<file path="src/rtl/cv32e40x_xif_offload_ctrl.sv">
// Core-side XIF initiator: offloads one instruction at a time through issue, commit/kill and
// result write-back, with a sequential instruction id that wraps at 2^X_ID_WIDTH.
module cv32e40x_xif_offload_ctrl #(
  parameter int unsigned X_ID_WIDTH  = 4,
  parameter int unsigned X_RFR_WIDTH = 32,
  parameter int unsigned X_RFW_WIDTH = 32
) (
  input  logic                   clk_i,
  input  logic                   rst_i,
  input  logic                   offload_valid_i,
  output logic                   offload_ready_o,
  input  logic [31:0]            offload_instr_i,
  input  logic [X_RFR_WIDTH-1:0] offload_rs1_i,
  input  logic [X_RFR_WIDTH-1:0] offload_rs2_i,
  input  logic                   flush_i,
  output logic                   x_issue_valid_o,
  input  logic                   x_issue_ready_i,
  output logic [31:0]            x_issue_instr_o,
  output logic [X_ID_WIDTH-1:0]  x_issue_id_o,
  output logic [X_RFR_WIDTH-1:0] x_issue_rs0_o,
  output logic [X_RFR_WIDTH-1:0] x_issue_rs1_o,
  output logic [1:0]             x_issue_rs_valid_o,
  input  logic                   x_issue_accept_i,
  input  logic                   x_issue_writeback_i,
  output logic                   x_commit_valid_o,
  output logic [X_ID_WIDTH-1:0]  x_commit_id_o,
  output logic                   x_commit_kill_o,
  input  logic                   x_result_valid_i,
  output logic                   x_result_ready_o,
  input  logic [X_ID_WIDTH-1:0]  x_result_id_i,
  input  logic [X_RFW_WIDTH-1:0] x_result_data_i,
  input  logic [4:0]             x_result_rd_i,
  input  logic                   x_result_we_i,
  output logic                   rf_we_o,
  output logic [4:0]             rf_waddr_o,
  output logic [X_RFW_WIDTH-1:0] rf_wdata_o,
  output logic                   illegal_o,
  output logic                   id_err_o
);

  typedef enum logic [1:0] {
    IDLE     = 2'd0,
    ISSUE    = 2'd1,
    COMMIT   = 2'd2,
    WAIT_RES = 2'd3
  } state_e;

  state_e                 state_r, state_s;
  logic [31:0]            instr_r;
  logic [X_RFR_WIDTH-1:0] rs1_r, rs2_r;
  logic [X_ID_WIDTH-1:0]  id_r;
  logic                   kill_pending_r, writeback_r;
  logic                   rf_we_r, illegal_r, id_err_r;
  logic [4:0]             rf_waddr_r;
  logic [X_RFW_WIDTH-1:0] rf_wdata_r;

  logic offload_hs_s, issue_hs_s, result_take_s, kill_s, id_inc_s;
  logic illegal_s, id_err_s, rf_we_s;

  // Next-state and handshake decode
  always_comb begin
    state_s       = state_r;
    offload_hs_s  = 1'b0;
    issue_hs_s    = 1'b0;
    result_take_s = 1'b0;
    kill_s        = 1'b0;
    id_inc_s      = 1'b0;
    illegal_s     = 1'b0;
    id_err_s      = 1'b0;
    rf_we_s       = 1'b0;
    case (state_r)
      IDLE: begin
        if (offload_valid_i && !flush_i) begin
          offload_hs_s = 1'b1;
          state_s      = ISSUE;
        end else begin
          state_s = IDLE;
        end
      end
      ISSUE: begin
        if (x_issue_ready_i) begin
          issue_hs_s = 1'b1;
          if (x_issue_accept_i) begin
            state_s = COMMIT;
          end else begin
            illegal_s = 1'b1;
            id_inc_s  = 1'b1;
            state_s   = IDLE;
          end
        end else begin
          state_s = ISSUE;
        end
      end
      COMMIT: begin
        kill_s = kill_pending_r | flush_i;
        if (kill_s || !writeback_r) begin
          id_inc_s = 1'b1;
          state_s  = IDLE;
        end else begin
          state_s = WAIT_RES;
        end
      end
      WAIT_RES: begin
        // Flush is ignored here: the instruction is already committed
        if (x_result_valid_i) begin
          if (x_result_id_i == id_r) begin
            result_take_s = 1'b1;
            rf_we_s       = x_result_we_i;
            id_inc_s      = 1'b1;
            state_s       = IDLE;
          end else begin
            id_err_s = 1'b1;
            state_s  = WAIT_RES;
          end
        end else begin
          state_s = WAIT_RES;
        end
      end
      default: begin
        state_s = IDLE;
      end
    endcase
  end

  // State, operand latches, id counter and registered pulses
  always_ff @(posedge clk_i) begin
    if (rst_i) begin
      state_r        <= IDLE;
      instr_r        <= 32'd0;
      rs1_r          <= '0;
      rs2_r          <= '0;
      id_r           <= '0;
      kill_pending_r <= 1'b0;
      writeback_r    <= 1'b0;
      rf_we_r        <= 1'b0;
      rf_waddr_r     <= 5'd0;
      rf_wdata_r     <= '0;
      illegal_r      <= 1'b0;
      id_err_r       <= 1'b0;
    end else begin
      state_r   <= state_s;
      rf_we_r   <= rf_we_s;
      illegal_r <= illegal_s;
      id_err_r  <= id_err_s;
      if (offload_hs_s) begin
        instr_r        <= offload_instr_i;
        rs1_r          <= offload_rs1_i;
        rs2_r          <= offload_rs2_i;
        kill_pending_r <= 1'b0;
      end else if (state_r == ISSUE && flush_i) begin
        kill_pending_r <= 1'b1;
      end else if (state_r != ISSUE) begin
        kill_pending_r <= 1'b0;
      end
      if (issue_hs_s && x_issue_accept_i) begin
        writeback_r <= x_issue_writeback_i;
      end
      if (id_inc_s) begin
        id_r <= id_r + {{(X_ID_WIDTH-1){1'b0}}, 1'b1};
      end
      if (result_take_s) begin
        rf_waddr_r <= x_result_rd_i;
        rf_wdata_r <= x_result_data_i;
      end
    end
  end

  assign offload_ready_o    = (state_r == IDLE) && !flush_i;
  assign x_issue_valid_o    = (state_r == ISSUE);
  assign x_issue_instr_o    = instr_r;
  assign x_issue_id_o       = id_r;
  assign x_issue_rs0_o      = rs1_r;
  assign x_issue_rs1_o      = rs2_r;
  assign x_issue_rs_valid_o = (state_r == ISSUE) ? 2'b11 : 2'b00;
  assign x_commit_valid_o   = (state_r == COMMIT);
  assign x_commit_id_o      = id_r;
  assign x_commit_kill_o    = kill_s;
  assign x_result_ready_o   = (state_r == WAIT_RES);
  assign rf_we_o            = rf_we_r;
  assign rf_waddr_o         = rf_waddr_r;
  assign rf_wdata_o         = rf_wdata_r;
  assign illegal_o          = illegal_r;
  assign id_err_o           = id_err_r;

endmodule

</file>
<file path="config.mk">
export PLATFORM = sky130hd
export DESIGN_NAME = cv32e40x_xif_offload_ctrl
export DESIGN_NICKNAME = d
export VERILOG_FILES = /design/src/rtl/cv32e40x_xif_offload_ctrl.sv
export SDC_FILE = /design/constraint.sdc
export NUM_CORES = 1
export LEC_CHECK = 0
export BUFFER_PORTS_ARGS = -buffer_cell sky130_fd_sc_hd__buf_2
export CAP_MARGIN = 20
export CORE_MARGIN = 5
export CORE_UTILIZATION = 39
export CTS_CLUSTER_SIZE = 8
export DETAILED_ROUTE_END_ITERATION = 7
export GPL_TIMING_DRIVEN = 0
export HOLD_SLACK_MARGIN = 0.1
export PLACE_DENSITY = 0.75
export SYNTH_ARGS = -nofsm -noshare
export SYNTH_HDL_FRONTEND = slang
export SYNTH_SLANG_ARGS = --single-unit
export TNS_END_PERCENT = 1
</file>
<file path="constraint.sdc">
create_clock -name clk_i -period 1.8 [get_ports clk_i]
set_clock_uncertainty 0.2 [all_clocks]
set_input_delay 0.18 -clock clk_i [delete_from_list [all_inputs] [get_ports clk_i]]
set_output_delay 0.18 -clock clk_i [all_outputs]
set_load 0.01 [all_outputs]
</file>
Yosys cells after proc, flatten, opt, wreduce, memory -nomap -nowiden
Index checks and enable logic that the tools add are counted.
{ "word_totals": {"register_bits": 144, "wordCells": 59} }
{ "classes": {"n_addsub": 1, "eq_ne": 5, "mux": 23, "bitwise": 5, "reduce_logical": 13} }
{ "op_table": {"columns": ["cell", "n"], "rows": [
  ["1-bit two-way mux", 15],
  ["2-bit two-way mux", 6],
  ["2-bit one-hot mux with 4 select lines", 1],
  ["4-bit by 1-bit adder with 4-bit output (second input constant)", 1],
  ["2-bit equality test (second input constant)", 2],
  ["4-bit equality test", 1],
  ["1-bit logical AND", 4],
  ["1-bit NOT", 4],
  ["2-bit OR reduction", 2],
  ["4-bit OR reduction", 1],
  ["1-bit one-hot mux with 3 select lines", 1],
  ["3-bit OR reduction", 1],
  ["2-bit by 1-bit equality test with 1-bit output (second input constant)", 1],
  ["1-bit zero test", 2],
  ["2-bit zero test", 1],
  ["2-bit by 1-bit != test with 1-bit output (second input constant)", 1],
  ["2-bit nonzero test", 1],
  ["1-bit logical OR", 1],
  ["1-bit OR", 1]
]} }

Depth between registers and ports, before layout
{ "depth": {"word_depth": 5, "ltp_mapped": 7, "mapped_depth_nobuf": 5} }

Least setup slack after synthesis
No wires, ideal clock.
{ "synth_path": {"path_kind": "register to register", "from": "register id_r[0] (netlist: x_commit_id_o[0])", "to": "register id_r[3] (netlist: x_commit_id_o[3])", "setup_ns": 0.123, "arrival_time_ns": 1.586, "required_ns": 1.477, "path_slack_ns": -0.109, "path_stages_with_launch": 6, "n_path_buf": 0, "period_less_slack_ns": 1.909, "cell_sequence": "dfxtp_1 > xor2_1 > nor4_4 > a31o_2 > nand4_1 > mux2_1"} }
{ "synth_via": {"elab_chain_cells": 4, "word_cells_on_any_way": 5, "classes_between": "add/sub (1); eq/ne (1); mux (3)"} }
{ "synth_rtl": {"columns": ["item", "line_no", "source"], "rows": [
  ["start: declaration", "51", "logic [X_ID_WIDTH-1:0] id_r;"],
  ["start signal: assignment", "159", "id_r <= id_r + {{(X_ID_WIDTH-1){1'b0}}, 1'b1};"],
  ["4-bit equality test", "106", "if (x_result_id_i == id_r) begin"],
  ["1-bit two-way mux", "106", null],
  ["1-bit two-way mux", "105", "if (x_result_valid_i) begin"],
  ["1-bit one-hot mux with 3 select lines", "71", "case (state_r)"]
]} }
Several ways; a longest one is shown, not always the timed one.
A chain may end at the register's enable or synchronous reset.

Worst setup path in the final report
{ "layout_path": {"from": "register id_r[1] (netlist: x_commit_id_o[1])", "to": "register rf_wdata_r[14] (netlist: rf_wdata_o[14])"} }
{ "layout_via": {"elab_chain_cells": 4} }
{ "layout_rtl": {"columns": ["item", "line_no", "source"], "rows": [
  ["4-bit equality test", "106", null],
  ["1-bit two-way mux", "106", null],
  ["1-bit two-way mux", "105", null],
  ["1-bit two-way mux", "71", null],
  ["end signal: assignment", "163", "rf_wdata_r <= x_result_data_i;"],
  ["end: declaration", "55", "logic [X_RFW_WIDTH-1:0] rf_wdata_r;"]
]} }
Every way passes these cells.

==> results_dict.tcl <==
set metrics [dict create \
    status "complete, but fails checks" \
    violations "negative setup slack" \
    maxCapViolations 0 \
    end_kind "register" \
    fin_area_sq_mm 0.009161 \
    slowest_stage "dfxtp_4" \
    syn2layout_area_growth_pct 78.59 \
    rr_worst_depth 7 \
    viasPerCell 4.872 \
    antenna_found_initial 0 \
    netlist_top_cells_count "271 x nand2_1, 144 x dfxtp_1, 135 x a21oi_1" \
    worstPathArrival_ns 2.07 \
    place_hpwl_um 12850 \
    first_pass_iters 5 \
    crit_chain "xor2_2 -> nor4_4 -> buf_4 -> and3_4 -> buf_8 -> nand2_1 -> a21oi_2" \
    wl_um 20710 \
    gr-usage-all-layers 0.2566 \
    grtUsageMet3 0.09605 \
    synth-seq-cells 144 \
    rows 42 \
    clock_latency_ns 0.41 \
    yosysMostFrequentCell "nand2_1" \
    avgSynthCellArea_sq_um 7.953 \
    final.setup.worst_slack_ns -0.1381 \
    timing.rr.start "x_commit_id_o[1]" \
    cts.reportedPaths.clkPinSlew_ns 0.06 \
    dieHeight_um 124.7 \
    drive_above_1_share 0.3635 \
    antenna_cells 0 \
    globalRouteOverflowTotal 0 \
    dr_total_vias 6299 \
    grt_pass1_wl_um 32490 \
    reg2reg_slack_ns -0.14 \
    slowest_delay_ns 0.37 \
    htree_levels 4 \
    path_delay_family "simple AND/OR/NAND/NOR gates" \
    dieArea_sq_mm 0.01555 \
    grt_pass1_vias 6476 \
    ios 297 \
    drc 0 \
    yosysSeqAreaShare 0.5620 \
    cellPowerDensity_mw_per_mm2 867.1 \
    synth.distinct_cells 30 \
    synth_top_area_cell "dfxtp_1" \
    core_sq_mm 0.01309 \
    hold_violations 0 \
    timing.slew.headroom 0.5508 \
    synthCells 645 \
    hp-class "in2reg" \
    period_share 1.077 \
    critPathBufInv 2 \
    cts_max_path_buffers 2 \
    port-buffer-count 295 \
    layout.nets 1252 \
    synth_warnings 0 \
    p_leak_nw 4.202 \
    grt-busiest-layer "met2" \
    use_met2 0.4396 \
    numCtsBuffers 17 \
    drtAntennaViolNets 0 \
    synthArstFlopShare 0 \
    die_x_um 124.7 \
    final_cells 1293 \
    fin_util 0.7001 \
    placed_cell_area_sq_mm 0.006850 \
    setup_violations 39 \
    syn_nets 792 \
    fin_crit_ns 1.938 \
    critPathKind "reg2reg" \
    gp_congestion 0.8726 \
    critPathLaunch "x_commit_id_o[1]" \
    cts_tree "yes" \
    use_met1 0.2772 \
    synth_top_area_share 0.5620 \
    synth_ff_type "dfxtp_1" \
    synth_area_leaders "dfxtp_1 56%, nand2_1 20%, a21oi_1 13%" \
    synth-edff-count 0 \
    fillCellCount 938 \
    cts.sinks 144 \
    slew_viol_final 0 \
    worstPathRequired_ns 1.93 \
    worst-path-max-fanout 10 \
    dp.cells 1116 \
    crit_end "rf_wdata_o[14]" \
    initial_core_util 0.3920 \
    syn-cell-area_sq_mm 0.005130 \
    dpl_worst_slack_ns -0.5561 \
    tns_ns -2.532 \
    drtIter0Drc 284 \
    clock.fmax_mhz 516.0 \
    wire_per_inst_um 16.02 \
    grt_max_degree 17 \
    max_slew.worst_pin.slew_ns 0.6737 \
    crit_cells 7 \
    r2r-end "rf_wdata_o[14]" \
    ir_worst_vdd_uv 608.8 \
    cts-root-buf "clkbuf_16" \
    startpoint_type "register" \
    rsz0062_at_grt "true" \
]
[area by class of cell]
type                    instances  area (sq um)  share of cell area
multi-input cells             446          2150              0.2346
repair buffers                442          2938              0.3207
clock inverters                 9         130.1             0.01420
inverters                       3         11.26            0.001229
well taps                     176         220.2             0.02404
plain buffers                  51         340.3             0.03715
clock buffers                  22         474.2             0.05176
flip-flops and latches        144          2898              0.3163
[worst min path at each step]
stage | slack [ns] | endpoint | start | cells after the start
floorplan | 0.1 | id_err_o | x_result_valid_i | 2
finish | 0.14 | id_err_o | x_result_id_i[2] | 5
CTS | 0.11 | x_commit_id_o[3] | rst_i | 3
global placement | 0.22 | writeback_r | x_issue_writeback_i | 3
detailed placement | 0.22 | writeback_r | x_issue_writeback_i | 3
global route | 0.16 | id_err_o | x_result_id_i[2] | 5
[routing by layer]
metal	up-vias	wire length, um
met4	0	795
met3	71	1710
li1	2986	-
met2	328	10220
met1	2914	7983
met5	-	0
[placed cells by master (no fill, tap or decap), drive strengths merged, types with 4 or more instances in the layout]
cell	Yosys	final
buf	25	327
nand2	271	271
dfxtp	144	144
dlygate4sd3	0	140
a21oi	135	135
clkbuf	27	48
nor2	7	7
inv	3	5
xor2	4	4
nor3	4	4
clkinv	0	4
[worst min-delay path, stage by stage]
cell and delay (ns):
buf_2 0.10, xor2_2 0.08, nor4_4 0.12, buf_4 0.18, nor3_1 0.05
[flip-flops by register name (all words and copies together), names as in the netlist]
name             cells
id_err_o             1
illegal_o            1
kill_pending_r       1
rf_waddr_o           5
rf_wdata_o          32
rf_we_o              1
state_r              2
writeback_r          1
x_commit_id_o        4
x_issue_instr_o     32
x_issue_rs0_o       32
x_issue_rs1_o       32
[power by group]
group | switching, mW | internal (mW)
Clock | 1.32 | 2.28
Combinational | 0.478 | 0.515
Sequential | 0.0558 | 3.29
Total | 1.85 | 6.09
[stage by stage]
stage          power (mW)  hold WS, ns
2_1_floorplan       3.729      0.09831
3_3_place_gp        4.083       0.2175
3_5_place_dp        4.095       0.2217
4_1_cts             7.933       0.1059
5_1_grt             8.229       0.1582
6_report            7.944       0.1449
[what timing repair did]
action,in CTS,in global routing
endpoints found under the setup margin,137,106
gates resized for setup,24,53
buffers inserted,4,3
endpoints found under the hold margin,142,0
pin swaps,3,6
hold buffers,140,0
[kinds of logic (layout without fill, tap and decap cells)]
kind of cell,count (synthesis),count (layout),share of synthesized area
compound gates,141,141,0.1398
buf+inv,55,527,0.05366
fa+ha+maj,1,1,0.002439
mux,3,3,0.006098
flops,144,144,0.5620
xor+xnor,5,5,0.008536
simple gates,296,296,0.2276
(Power assumes the default switching activity.)
